==> src/rtl/fdma_pkg.sv <==
// Shared types and width helpers for the round-robin FDMA bridge.
// Word-address width is derived from the byte-address width and data width.
package fdma_pkg;

    typedef enum logic [1:0] {
        ST_IDLE     = 2'd0,
        ST_WRITE    = 2'd1,
        ST_READ     = 2'd2,
        ST_READ_END = 2'd3
    } fdma_state_e;

    function automatic int fdma_bw(input int dw);
        return $clog2(dw / 8);
    endfunction

    function automatic int fdma_waw(input int aw, input int dw);
        return aw - fdma_bw(dw);
    endfunction

endpackage

==> src/rtl/app_fdma_rr_if.sv <==
// Bundle of user-side FDMA request/data signals and SDRAM-controller app signals.
// slave = the bridge's view, master = the user/controller side.
interface app_fdma_rr_if #(
    parameter int DW = 32,
    parameter int AW = 23,
    parameter int SW = 16
);
    localparam int WAW = fdma_pkg::fdma_waw(AW, DW);

    logic [AW-1:0]   fdma_waddr;
    logic            fdma_wareq;
    logic [SW-1:0]   fdma_wsize;
    logic            fdma_wbusy;
    logic [DW-1:0]   fdma_wdata;
    logic            fdma_wvalid;

    logic [AW-1:0]   fdma_raddr;
    logic            fdma_rareq;
    logic [SW-1:0]   fdma_rsize;
    logic            fdma_rbusy;
    logic [DW-1:0]   fdma_rdata;
    logic            fdma_rvalid;

    logic            sdr_init_done;
    logic            sdr_busy;
    logic            sdr_rd_en;
    logic [DW-1:0]   sdr_rd_dout;

    logic            app_wr_en;
    logic [WAW-1:0]  app_wr_addr;
    logic [DW/8-1:0] app_wr_dm;
    logic [DW-1:0]   app_wr_din;
    logic            app_rd_en;
    logic [WAW-1:0]  app_rd_addr;

    modport slave (
        input  fdma_waddr, fdma_wareq, fdma_wsize, fdma_wdata,
        input  fdma_raddr, fdma_rareq, fdma_rsize,
        input  sdr_init_done, sdr_busy, sdr_rd_en, sdr_rd_dout,
        output fdma_wbusy, fdma_wvalid, fdma_rbusy, fdma_rdata, fdma_rvalid,
        output app_wr_en, app_wr_addr, app_wr_dm, app_wr_din, app_rd_en, app_rd_addr
    );

    modport master (
        output fdma_waddr, fdma_wareq, fdma_wsize, fdma_wdata,
        output fdma_raddr, fdma_rareq, fdma_rsize,
        output sdr_init_done, sdr_busy, sdr_rd_en, sdr_rd_dout,
        input  fdma_wbusy, fdma_wvalid, fdma_rbusy, fdma_rdata, fdma_rvalid,
        input  app_wr_en, app_wr_addr, app_wr_dm, app_wr_din, app_rd_en, app_rd_addr
    );

endinterface

==> src/rtl/fdma_chan_ctrl.sv <==
// One transfer channel: request capture, word address, words-left count and
// per-burst down-counter. Bursts never cross a MAX_BURST-aligned word boundary.
module fdma_chan_ctrl
    import fdma_pkg::*;
#(
    parameter int DW        = 32,
    parameter int AW        = 23,
    parameter int SW        = 16,
    parameter int MAX_BURST = 256,
    localparam int BW       = fdma_bw(DW),
    localparam int WAW      = fdma_waw(AW, DW)
) (
    input  logic           fdma_clk,
    input  logic           fdma_rstn,
    input  logic           req,
    input  logic [AW-1:0]  req_addr,
    input  logic [SW-1:0]  req_size,
    input  logic           grant,
    input  logic           step,
    input  logic           done,
    output logic           busy,
    output logic           pending,
    output logic [WAW-1:0] addr,
    output logic           left_last,
    output logic           burst_last
);
    localparam int LB = $clog2(MAX_BURST);
    localparam int LW = LB + 1;
    localparam int CW = (SW > LW) ? SW : LW;

    logic           busy_q;
    logic [WAW-1:0] addr_q;
    logic [SW-1:0]  left_q;
    logic [LW-1:0]  bcnt_q;

    logic           accept;
    logic [LW-1:0]  room;
    logic [CW-1:0]  left_x;
    logic [CW-1:0]  room_x;
    logic [LW-1:0]  blen;

    assign accept = req && !busy_q && (req_size != '0);

    // Words remaining before the next MAX_BURST-aligned boundary (1..MAX_BURST).
    assign room   = LW'(MAX_BURST) - {1'b0, addr_q[LB-1:0]};
    assign left_x = CW'(left_q);
    assign room_x = CW'(room);
    assign blen   = (left_x < room_x) ? LW'(left_x) : room;

    always_ff @(posedge fdma_clk or negedge fdma_rstn) begin
        if (!fdma_rstn) begin
            busy_q <= 1'b0;
            addr_q <= '0;
            left_q <= '0;
            bcnt_q <= '0;
        end else if (accept) begin
            busy_q <= 1'b1;
            addr_q <= req_addr[AW-1:BW];
            left_q <= req_size;
        end else begin
            if (grant) begin
                bcnt_q <= blen;
            end else if (step && (bcnt_q != '0)) begin
                bcnt_q <= bcnt_q - LW'(1);
            end
            if (step) begin
                addr_q <= addr_q + WAW'(1);
                if (left_q != '0) begin
                    left_q <= left_q - SW'(1);
                end
            end
            if (done) begin
                busy_q <= 1'b0;
            end
        end
    end

    generate
        if (BW > 0) begin : g_lsb
            logic unused_lsb;
            assign unused_lsb = ^req_addr[BW-1:0];
        end
    endgenerate

    assign busy       = busy_q;
    assign pending    = busy_q && (left_q != '0);
    assign addr       = addr_q;
    assign left_last  = (left_q == SW'(1));
    assign burst_last = (bcnt_q == LW'(1));

endmodule

==> src/rtl/app_fdma_rr.sv <==
// FDMA-to-SDRAM bridge: arbitrates write and read channels and issues bursts.
//   state       | meaning
//   ST_IDLE     | waiting for controller ready and a pending channel
//   ST_WRITE    | issuing write words of the current burst
//   ST_READ     | issuing read words of the current burst
//   ST_READ_END | last read burst issued, waiting for sdr_busy to drop
module app_fdma_rr
    import fdma_pkg::*;
#(
    parameter int DW          = 32,
    parameter int AW          = 23,
    parameter int SW          = 16,
    parameter int MAX_BURST   = 256,
    parameter int RD_PRIORITY = 0
) (
    input  logic         fdma_clk,
    input  logic         fdma_rstn,
    app_fdma_rr_if.slave bus
);
    localparam int WAW = fdma_waw(AW, DW);

    fdma_state_e    state_q, state_d;
    logic           last_rd_q, last_rd_d;
    logic           wr_en, rd_en;
    logic           w_grant, r_grant, r_done, w_done;

    logic           w_busy, w_pend, w_left_last, w_burst_last;
    logic           r_busy, r_pend, r_left_last, r_burst_last;
    logic [WAW-1:0] w_addr, r_addr;

    logic           app_wr_en_q, app_rd_en_q;
    logic [WAW-1:0] app_wr_addr_q, app_rd_addr_q;

    assign w_done = wr_en && w_left_last;

    fdma_chan_ctrl #(.DW(DW), .AW(AW), .SW(SW), .MAX_BURST(MAX_BURST)) u_wr_chan (
        .fdma_clk   (fdma_clk),
        .fdma_rstn  (fdma_rstn),
        .req        (bus.fdma_wareq),
        .req_addr   (bus.fdma_waddr),
        .req_size   (bus.fdma_wsize),
        .grant      (w_grant),
        .step       (wr_en),
        .done       (w_done),
        .busy       (w_busy),
        .pending    (w_pend),
        .addr       (w_addr),
        .left_last  (w_left_last),
        .burst_last (w_burst_last)
    );

    fdma_chan_ctrl #(.DW(DW), .AW(AW), .SW(SW), .MAX_BURST(MAX_BURST)) u_rd_chan (
        .fdma_clk   (fdma_clk),
        .fdma_rstn  (fdma_rstn),
        .req        (bus.fdma_rareq),
        .req_addr   (bus.fdma_raddr),
        .req_size   (bus.fdma_rsize),
        .grant      (r_grant),
        .step       (rd_en),
        .done       (r_done),
        .busy       (r_busy),
        .pending    (r_pend),
        .addr       (r_addr),
        .left_last  (r_left_last),
        .burst_last (r_burst_last)
    );

    always_ff @(posedge fdma_clk or negedge fdma_rstn) begin
        if (!fdma_rstn) begin
            state_q   <= ST_IDLE;
            last_rd_q <= 1'b1;
        end else begin
            state_q   <= state_d;
            last_rd_q <= last_rd_d;
        end
    end

    always_comb begin
        state_d   = state_q;
        last_rd_d = last_rd_q;
        wr_en     = 1'b0;
        rd_en     = 1'b0;
        w_grant   = 1'b0;
        r_grant   = 1'b0;
        r_done    = 1'b0;
        case (state_q)
            ST_IDLE: begin
                if (bus.sdr_init_done && !bus.sdr_busy) begin
                    // With both pending and no read priority, alternate on last grant.
                    if (w_pend && (!r_pend || ((RD_PRIORITY == 0) && last_rd_q))) begin
                        w_grant   = 1'b1;
                        last_rd_d = 1'b0;
                        state_d   = ST_WRITE;
                    end else if (r_pend) begin
                        r_grant   = 1'b1;
                        last_rd_d = 1'b1;
                        state_d   = ST_READ;
                    end
                end
            end
            ST_WRITE: begin
                wr_en = 1'b1;
                if (w_burst_last || w_left_last) begin
                    state_d = ST_IDLE;
                end
            end
            ST_READ: begin
                rd_en = 1'b1;
                if (r_left_last) begin
                    state_d = ST_READ_END;
                end else if (r_burst_last) begin
                    state_d = ST_IDLE;
                end
            end
            ST_READ_END: begin
                if (!bus.sdr_busy) begin
                    r_done  = 1'b1;
                    state_d = ST_IDLE;
                end
            end
            default: state_d = ST_IDLE;
        endcase
    end

    always_ff @(posedge fdma_clk or negedge fdma_rstn) begin
        if (!fdma_rstn) begin
            app_wr_en_q   <= 1'b0;
            app_rd_en_q   <= 1'b0;
            app_wr_addr_q <= '0;
            app_rd_addr_q <= '0;
        end else begin
            app_wr_en_q   <= wr_en && bus.sdr_init_done;
            app_rd_en_q   <= rd_en && bus.sdr_init_done;
            app_wr_addr_q <= bus.sdr_init_done ? w_addr : '0;
            app_rd_addr_q <= bus.sdr_init_done ? r_addr : '0;
        end
    end

    // Outputs are also gated directly so a dropping init_done silences the bus at once.
    assign bus.app_wr_en   = app_wr_en_q && bus.sdr_init_done;
    assign bus.app_rd_en   = app_rd_en_q && bus.sdr_init_done;
    assign bus.app_wr_addr = bus.sdr_init_done ? app_wr_addr_q : '0;
    assign bus.app_rd_addr = bus.sdr_init_done ? app_rd_addr_q : '0;
    assign bus.app_wr_dm   = '0;
    assign bus.app_wr_din  = bus.fdma_wdata;

    assign bus.fdma_wbusy  = w_busy;
    assign bus.fdma_wvalid = wr_en;
    assign bus.fdma_rbusy  = r_busy;
    assign bus.fdma_rvalid = bus.sdr_rd_en;
    assign bus.fdma_rdata  = bus.sdr_rd_dout;

endmodule

==> src/flat_wrapper.sv <==
// flat-port wrapper written by rule: the top's interface ports become plain ports
module app_fdma_rr_flat import fdma_pkg::*;
#(
    parameter int DW          = 32,
    parameter int AW          = 23,
    parameter int SW          = 16,
    parameter int MAX_BURST   = 256,
    parameter int RD_PRIORITY = 0
)
  (fdma_clk, fdma_rstn, bus_fdma_waddr, bus_fdma_wareq, bus_fdma_wsize, bus_fdma_wdata, bus_fdma_raddr, bus_fdma_rareq, bus_fdma_rsize, bus_sdr_init_done, bus_sdr_busy, bus_sdr_rd_en, bus_sdr_rd_dout, bus_fdma_wbusy, bus_fdma_wvalid, bus_fdma_rbusy, bus_fdma_rdata, bus_fdma_rvalid, bus_app_wr_en, bus_app_wr_addr, bus_app_wr_dm, bus_app_wr_din, bus_app_rd_en, bus_app_rd_addr);
  app_fdma_rr_if #(.DW(DW), .AW(AW), .SW(SW)) bus_i ();
  input  logic fdma_clk;
  input  logic fdma_rstn;
  input wire logic [$bits(bus_i.fdma_waddr)-1:0] bus_fdma_waddr;
  input wire logic [$bits(bus_i.fdma_wareq)-1:0] bus_fdma_wareq;
  input wire logic [$bits(bus_i.fdma_wsize)-1:0] bus_fdma_wsize;
  input wire logic [$bits(bus_i.fdma_wdata)-1:0] bus_fdma_wdata;
  input wire logic [$bits(bus_i.fdma_raddr)-1:0] bus_fdma_raddr;
  input wire logic [$bits(bus_i.fdma_rareq)-1:0] bus_fdma_rareq;
  input wire logic [$bits(bus_i.fdma_rsize)-1:0] bus_fdma_rsize;
  input wire logic [$bits(bus_i.sdr_init_done)-1:0] bus_sdr_init_done;
  input wire logic [$bits(bus_i.sdr_busy)-1:0] bus_sdr_busy;
  input wire logic [$bits(bus_i.sdr_rd_en)-1:0] bus_sdr_rd_en;
  input wire logic [$bits(bus_i.sdr_rd_dout)-1:0] bus_sdr_rd_dout;
  output wire logic [$bits(bus_i.fdma_wbusy)-1:0] bus_fdma_wbusy;
  output wire logic [$bits(bus_i.fdma_wvalid)-1:0] bus_fdma_wvalid;
  output wire logic [$bits(bus_i.fdma_rbusy)-1:0] bus_fdma_rbusy;
  output wire logic [$bits(bus_i.fdma_rdata)-1:0] bus_fdma_rdata;
  output wire logic [$bits(bus_i.fdma_rvalid)-1:0] bus_fdma_rvalid;
  output wire logic [$bits(bus_i.app_wr_en)-1:0] bus_app_wr_en;
  output wire logic [$bits(bus_i.app_wr_addr)-1:0] bus_app_wr_addr;
  output wire logic [$bits(bus_i.app_wr_dm)-1:0] bus_app_wr_dm;
  output wire logic [$bits(bus_i.app_wr_din)-1:0] bus_app_wr_din;
  output wire logic [$bits(bus_i.app_rd_en)-1:0] bus_app_rd_en;
  output wire logic [$bits(bus_i.app_rd_addr)-1:0] bus_app_rd_addr;
  assign bus_i.fdma_waddr = bus_fdma_waddr;
  assign bus_i.fdma_wareq = bus_fdma_wareq;
  assign bus_i.fdma_wsize = bus_fdma_wsize;
  assign bus_i.fdma_wdata = bus_fdma_wdata;
  assign bus_i.fdma_raddr = bus_fdma_raddr;
  assign bus_i.fdma_rareq = bus_fdma_rareq;
  assign bus_i.fdma_rsize = bus_fdma_rsize;
  assign bus_i.sdr_init_done = bus_sdr_init_done;
  assign bus_i.sdr_busy = bus_sdr_busy;
  assign bus_i.sdr_rd_en = bus_sdr_rd_en;
  assign bus_i.sdr_rd_dout = bus_sdr_rd_dout;
  assign bus_fdma_wbusy = bus_i.fdma_wbusy;
  assign bus_fdma_wvalid = bus_i.fdma_wvalid;
  assign bus_fdma_rbusy = bus_i.fdma_rbusy;
  assign bus_fdma_rdata = bus_i.fdma_rdata;
  assign bus_fdma_rvalid = bus_i.fdma_rvalid;
  assign bus_app_wr_en = bus_i.app_wr_en;
  assign bus_app_wr_addr = bus_i.app_wr_addr;
  assign bus_app_wr_dm = bus_i.app_wr_dm;
  assign bus_app_wr_din = bus_i.app_wr_din;
  assign bus_app_rd_en = bus_i.app_rd_en;
  assign bus_app_rd_addr = bus_i.app_rd_addr;
  app_fdma_rr #(.DW(DW), .AW(AW), .SW(SW), .MAX_BURST(MAX_BURST), .RD_PRIORITY(RD_PRIORITY)) u_core (.fdma_clk(fdma_clk), .fdma_rstn(fdma_rstn), .bus(bus_i));
endmodule
==> config.mk <==
export PLATFORM = sky130hd
export DESIGN_NAME = app_fdma_rr_flat
export DESIGN_NICKNAME = d
export VERILOG_FILES = /design/src/rtl/fdma_pkg.sv /design/src/rtl/app_fdma_rr_if.sv /design/src/rtl/fdma_chan_ctrl.sv /design/src/rtl/app_fdma_rr.sv /design/src/flat_wrapper.sv
export SDC_FILE = /design/constraint.sdc
export NUM_CORES = 1
export LEC_CHECK = 0
export ABC_CLOCK_PERIOD_IN_PS = 9280
export CORE_ASPECT_RATIO = 0.7
export CORE_MARGIN = 1
export CORE_UTILIZATION = 40
export CTS_BUF_LIST = sky130_fd_sc_hd__clkbuf_4
export DETAILED_ROUTE_END_ITERATION = 10
export PLACE_DENSITY_LB_ADDON = 0.08
export SLEW_MARGIN = 25
export SYNTH_ARGS = -nofsm -noshare
export SYNTH_HDL_FRONTEND = slang
export SYNTH_SLANG_ARGS = --single-unit
==> constraint.sdc <==
create_clock -name fdma_clk -period 9.28 [get_ports fdma_clk]
set_clock_uncertainty 0.15 [all_clocks]
set_input_delay 2.32 -clock fdma_clk [delete_from_list [all_inputs] [get_ports fdma_clk]]
set_output_delay 2.32 -clock fdma_clk [all_outputs]
set_load 0.05 [all_outputs]
# == After elaboration in Yosys (flattened, before gate mapping) ==
# Cells that the tools add are included.
# totals
register_bits,141
output_inout_bits,116
word_cells,126
# classes
add_sub_neg,8
n_lt_le_gt_ge,2
n_eq_ne,12
mux,45
bitwise_logic,2
n_reduce_logical,43
# ops
op,count
two-way mux 21 bit,8
two-way mux 16 bit,6
nonzero test 16 bit,4
two-way mux 9 bit,6
adder 21 x 1 -> 21 bit (second input constant),2
== test 16 x 1 -> 1 bit (second input constant),2
< comparator 16 x 9 -> 1 bit,2
subtractor 16 x 1 -> 16 bit (second input constant),2
== test 9 x 1 -> 1 bit (second input constant),2
nonzero test 2 bit,9
nonzero test 9 bit,2
subtractor 9 x 1 -> 9 bit (second input constant),2
subtractor 9 x 8 -> 9 bit (first input constant),2
two-way mux 1 bit,17
logical AND 1 bit,15
two-way mux 2 bit,7
one-hot mux 2 bit (4 select lines),1
AND reduction 2 bit,4
!= test 3 x 1 -> 1 bit (second input constant),2
AND reduction 5 bit,1
== test 2 bit (second input constant),2
logical NOT 1 bit,4
!= test 2 x 1 -> 1 bit (second input constant),2
AND reduction 3 bit,1
other kinds (5),7

# == Logic depth before layout (Yosys ltp) ==
# depth
depth_word,10
mapped_depth,13
mapped_depth_nobuf,12

# == Cells and area by module ==
# A second synthesis with hierarchy kept.
# unflattened
cells_unflattened,974
hier_area_um2,8782.2
# modules_own_cells
module,n_inst,cells_per_inst,area_each_um2,seq_area_each_um2
fdma_chan_ctrl,2,369,3170.5,1176.1
app_fdma_rr,1,236,2441.1,1177.4

# == Worst setup path after synthesis ==
# OpenSTA, ideal clock, no wires.
# synth_path
kind,input to output
from,input bus_sdr_init_done
to,output bus_app_rd_addr[20]
t_arrival_ns,3.211
t_required_ns,6.810
path_slack_ns,3.599
cell_stages,3
path_cell_list,clkbuf_1 > clkbuf_1 > and2_1
# synth_between
elab_chain_cells,1
# synth_rtl
item,line,source
from (decl),flat_wrapper.sv:21,input wire logic [$bits(bus_i.sdr_init_done)-1:0] bus_sdr_init_done;
two-way mux 21 bit,app_fdma_rr.sv:143,assign bus.app_rd_addr = bus.sdr_init_done ? app_rd_addr_q : '0;
to (decl),flat_wrapper.sv:35,output wire logic [$bits(bus_i.app_rd_addr)-1:0] bus_app_rd_addr;
# Every way passes these cells.

# == Worst setup path in the final report ==
# layout_path
from,input bus_sdr_init_done
to,output bus_app_wr_addr[8]
# layout_between
elab_chain_cells,1
# layout_rtl
item,line,source
two-way mux 21 bit,app_fdma_rr.sv:142,assign bus.app_wr_addr = bus.sdr_init_done ? app_wr_addr_q : '0;
to (decl),flat_wrapper.sv:31,output wire logic [$bits(bus_i.app_wr_addr)-1:0] bus_app_wr_addr;
# Every way passes these cells.

==> results summary <==
The largest vdd supply drop is between 100 and 150 uV. The post-synthesis async set-or-reset flop share is 100%. The number of buffer and inverter stages on the critical path is 3. The worst hold slack is about 0.37 ns. The final critical-path share of the clock period came out at about three quarters. The effective utilization at floorplan is 41.6%. For this run, the slowest stage of the critical path takes roughly 0.80 ns.

The number of hold violations in the final report came out at 0. The worst-path maximum fanout is 53. Setup repair after global routing left no endpoint under its margin.

The vias after detailed routing came out at between 6k and 7k. The global-route total usage across every layer is between 10% and 20%. After synthesis, flip-flops and latches occupy between 40% and 50% of the total area. The final period demand of the worst path is 6.78 ns. The critical path is of the in -> out type. After clock tree synthesis, the setup repair step added 0 buffers. The total of hold buffers inserted after clock tree synthesis is 0. The number of endpoints failing setup at the final stage is 0.

The worst setup path is captured at a primary output. The total power density per cell area is between 200 and 300 nW/um2. The post-synthesis instance total came out at roughly 980. The flow ran to the end, and the final reports show no timing, DRC or antenna violations. The area growth from synthesis to layout is 14.8%. In the synthesized netlist the dominant register cell turns out to be dfrtp_1.

Measured against its own limit, the worst slew margin works out to between 40% and 50%. The count of different cell masters after synthesis is 65. The starting DRC count in detailed routing came out at 480. The average wire per standard cell is between 15 and 20 um.

The initial antenna violation count came out at 0. The number of detailed-routing iterations run before antenna repair came out at 6. In this run the mean area of a mapped cell was between 8 and 9 um2. By area the synthesized netlist is led by dfrtp_1, and2_1, buf_4.

The combined area of all synthesized cells came out at ~9000 um2. The Yosys warning count is 0. Counting the fill cells in the layout gives 2,078. The first global-routing pass estimated 32,500 um of wire. Adding up every negative setup slack in the final design gives 0 ns.

The number of slew-limit violations in the final report came out at 0. The number of vias per cell came out at about 5.0. The number of rows created at floorplan is 44. The tightest min-delay check is of the reg -> reg type. The count of maximum capacitance violations came out at 0. The static leakage power is around 4.0 nW.

The half-perimeter wire length of the detailed placement result is between 10,000 and 15,000 um. The worst-case setup margin in the final layout came out at between 2 and 2.5 ns. The number of global-route vias before repair came to between 6k and 7k. The final antenna-violating net count is 0. In the synthesized netlist, the cells that appear most often are dfrtp_1, nand2_1, and2_1, o21ai_0, buf_4. The final standard cell count with taps included and fillers excluded is about 1.3k. Broken down by cell family, the worst path's largest delay share belongs to buffers and inverters. The number of buffers created by CTS came out at 17. The actual slew at the worst max-slew pin came out at roughly 0.8 ns.

The net count reported at finish is about 1.2k. Counting tap cells, the placed design contains a total of around 1.3k instances. The die outline width is ~180 um.

The post-synthesis sequential element count came out at around 140. The count of port buffers added during placement is approximately 130. STA classifies the critical path startpoint as an input pin. For this design, the slowest cell found on the critical path is clkdlybuf4s50_1. The critical path goes through buf_2 -> buf_4 -> and2_1 -> clkdlybuf4s50_1.

In this run the standard cell core region covers roughly 21,000 um2. No sink is reached through more buffers than the 2 on the longest clock path. The area of the die is roughly 23,000 um2.

The post-cts sizing count came out at 0. The critical path data required time is roughly 6.8 ns. For this run the aggregate overflow at the end of global routing stands at 0. The H-tree depth reported by CTS is 4. The share of cells above drive strength 1 is around 7%. The routed wire length is ~20,000 um.

The biggest area contributor in the post-synthesis netlist is dfrtp_1. The insertion delay to the later sink of the worst-skew pair came out at ~0.56 ns. Yosys mapped a number of flops with a built-in enable equal to 0. The number of DRC violations after detailed routing is 0. The root buffer cell chosen for the clock tree is clkbuf_4. The CTS sink count came out at about 140. The synthesized design devotes to its leading area cell type approximately two fifths of total area.

The arrival time at the worst endpoint is ~4.3 ns. Clock-pin slew was measured on the worst setup and hold paths at 0.12 ns. The worst slack at placement came out at around 2.4 ns. TritonCTS built the clock tree. The highest attainable clock frequency came out at approximately 150 MHz. The height of the chip came out at ~130 um. dfrtp_1 is the most common cell in the netlist. Pin placement for this block handled ~270 I/O pins. The weighted congestion at the end of routability-driven global placement is about 0.84.

Entering global routing, the biggest net connects 89 pins.
[per-stage QoR]
step | cell area, um2 | utilization [%] | power (W)
2_1_floorplan | 8770 | - | 0.00199
6_report | 10100 | 47.7 | 0.00269
4_1_cts | 10000 | 47.7 | 0.00272
3_3_place_gp | 9740 | 46.2 | 0.00225
3_5_place_dp | 9740 | 46.2 | 0.00226
5_1_grt | 10100 | 47.7 | 0.00293
[routing by layer]
metal  vias to the layer above  track usage, %  wire length (um)
li1                       3356               -                 -
met1                      3018            30.2             11100
met2                       171            22.8              7350
met3                        51            4.23               908
met4                         0            5.03               324
met5                         -               0                 0
[cell type report]
cell class,count,area (um2),area share [%]
multi-input cells,695,4450,44.2
flip-flops and latches,141,3530,35.1
repair buffers,133,1310,13.0
well taps,276,345,3.43
clock inverters,14,181,1.80
clock buffers,17,128,1.27
inverters,31,116,1.16
diodes,1,2.50,0.0249
[layout by cell type (no fill, tap or decap), types with 9 or more instances in the layout]
cell,netlist,final
dfrtp_1,140,140
clkdlybuf4s50_1,0,124
nand2_1,119,119
and2_1,90,90
o21ai_0,86,86
nor2_1,48,48
xnor2_1,44,44
xor2_1,36,36
inv_1,31,31
nand3_1,28,28
ha_1,28,28
nor4_1,25,25
a21oi_1,23,23
nor3_1,18,18
clkbuf_4,0,17
nand4_1,12,12
mux2_2,12,12
and3_1,11,11
nand2b_1,9,9
[worst paths after layout]
| check | from | to | slack [ns] | cells past startpoint |
|---|---|---|---|---|
| worst max-delay path | bus_sdr_init_done | bus_app_wr_addr[8] | 2.50 | 4 |
| worst min-delay path | u_core.last_rd_q$_DFFE_PN1P_ | u_core.last_rd_q$_DFFE_PN1P_ | 0.37 | 2 |
| worst max register to register | u_core.u_wr_chan.addr[2]$_DFFE_PN0P_ | u_core.u_wr_chan.bcnt_q[2]$_DFFE_PN0P_ | 5.79 | 11 |
| worst min register to register | u_core.last_rd_q$_DFFE_PN1P_ | u_core.last_rd_q$_DFFE_PN1P_ | 0.37 | 2 |
| max in group asynchronous | fdma_rstn | u_core.u_wr_chan.bcnt_q[2]$_DFFE_PN0P_ | 6.32 | 2 |
| min in group asynchronous | fdma_rstn | u_core.u_wr_chan.left_q[14]$_DFFE_PN0P_ | 1.56 | 1 |
[worst min-delay path, cell delays in order (launching register included)]
cell and delay [ns]:
dfstp_2 0.39, o21ai_0 0.06, o21ai_0 0.08
[where the power goes]
group          internal [W]  switching (W)
combinational      0.000509       0.000642
clock              0.000191       0.000249
sequential         0.000826       0.000277
total               0.00153        0.00117
[cells by family after synthesis]
kind of cell | count (synthesis) | synth area share [%]
other | 1 | 0.0428
xor gates and xnor gates | 80 | 8.00
AOI/OAI and AO/OA | 165 | 11.7
adders and majority gates | 28 | 4.00
buffers and inverters | 151 | 9.55
DFF | 141 | 40.3
muxes | 19 | 2.34
and+or+nand+nor | 399 | 24.1
[flip-flops by register name, indices dropped and copies added (netlist names)]
name	flops
u_core.u_rd_chan.left_q	16
u_core.app_rd_addr_q	21
u_core.app_wr_en_q	1
u_core.u_wr_chan.bcnt_q	9
u_core.u_wr_chan.addr	21
u_core.u_rd_chan.addr	21
u_core.app_rd_en_q	1
u_core.last_rd_q	1
u_core.state_q	2
u_core.u_rd_chan.bcnt_q	9
u_core.app_wr_addr_q	21
u_core.u_wr_chan.busy	1
u_core.u_wr_chan.left_q	16
u_core.u_rd_chan.busy	1
Note: power is estimated with default switching activity, not from simulation.
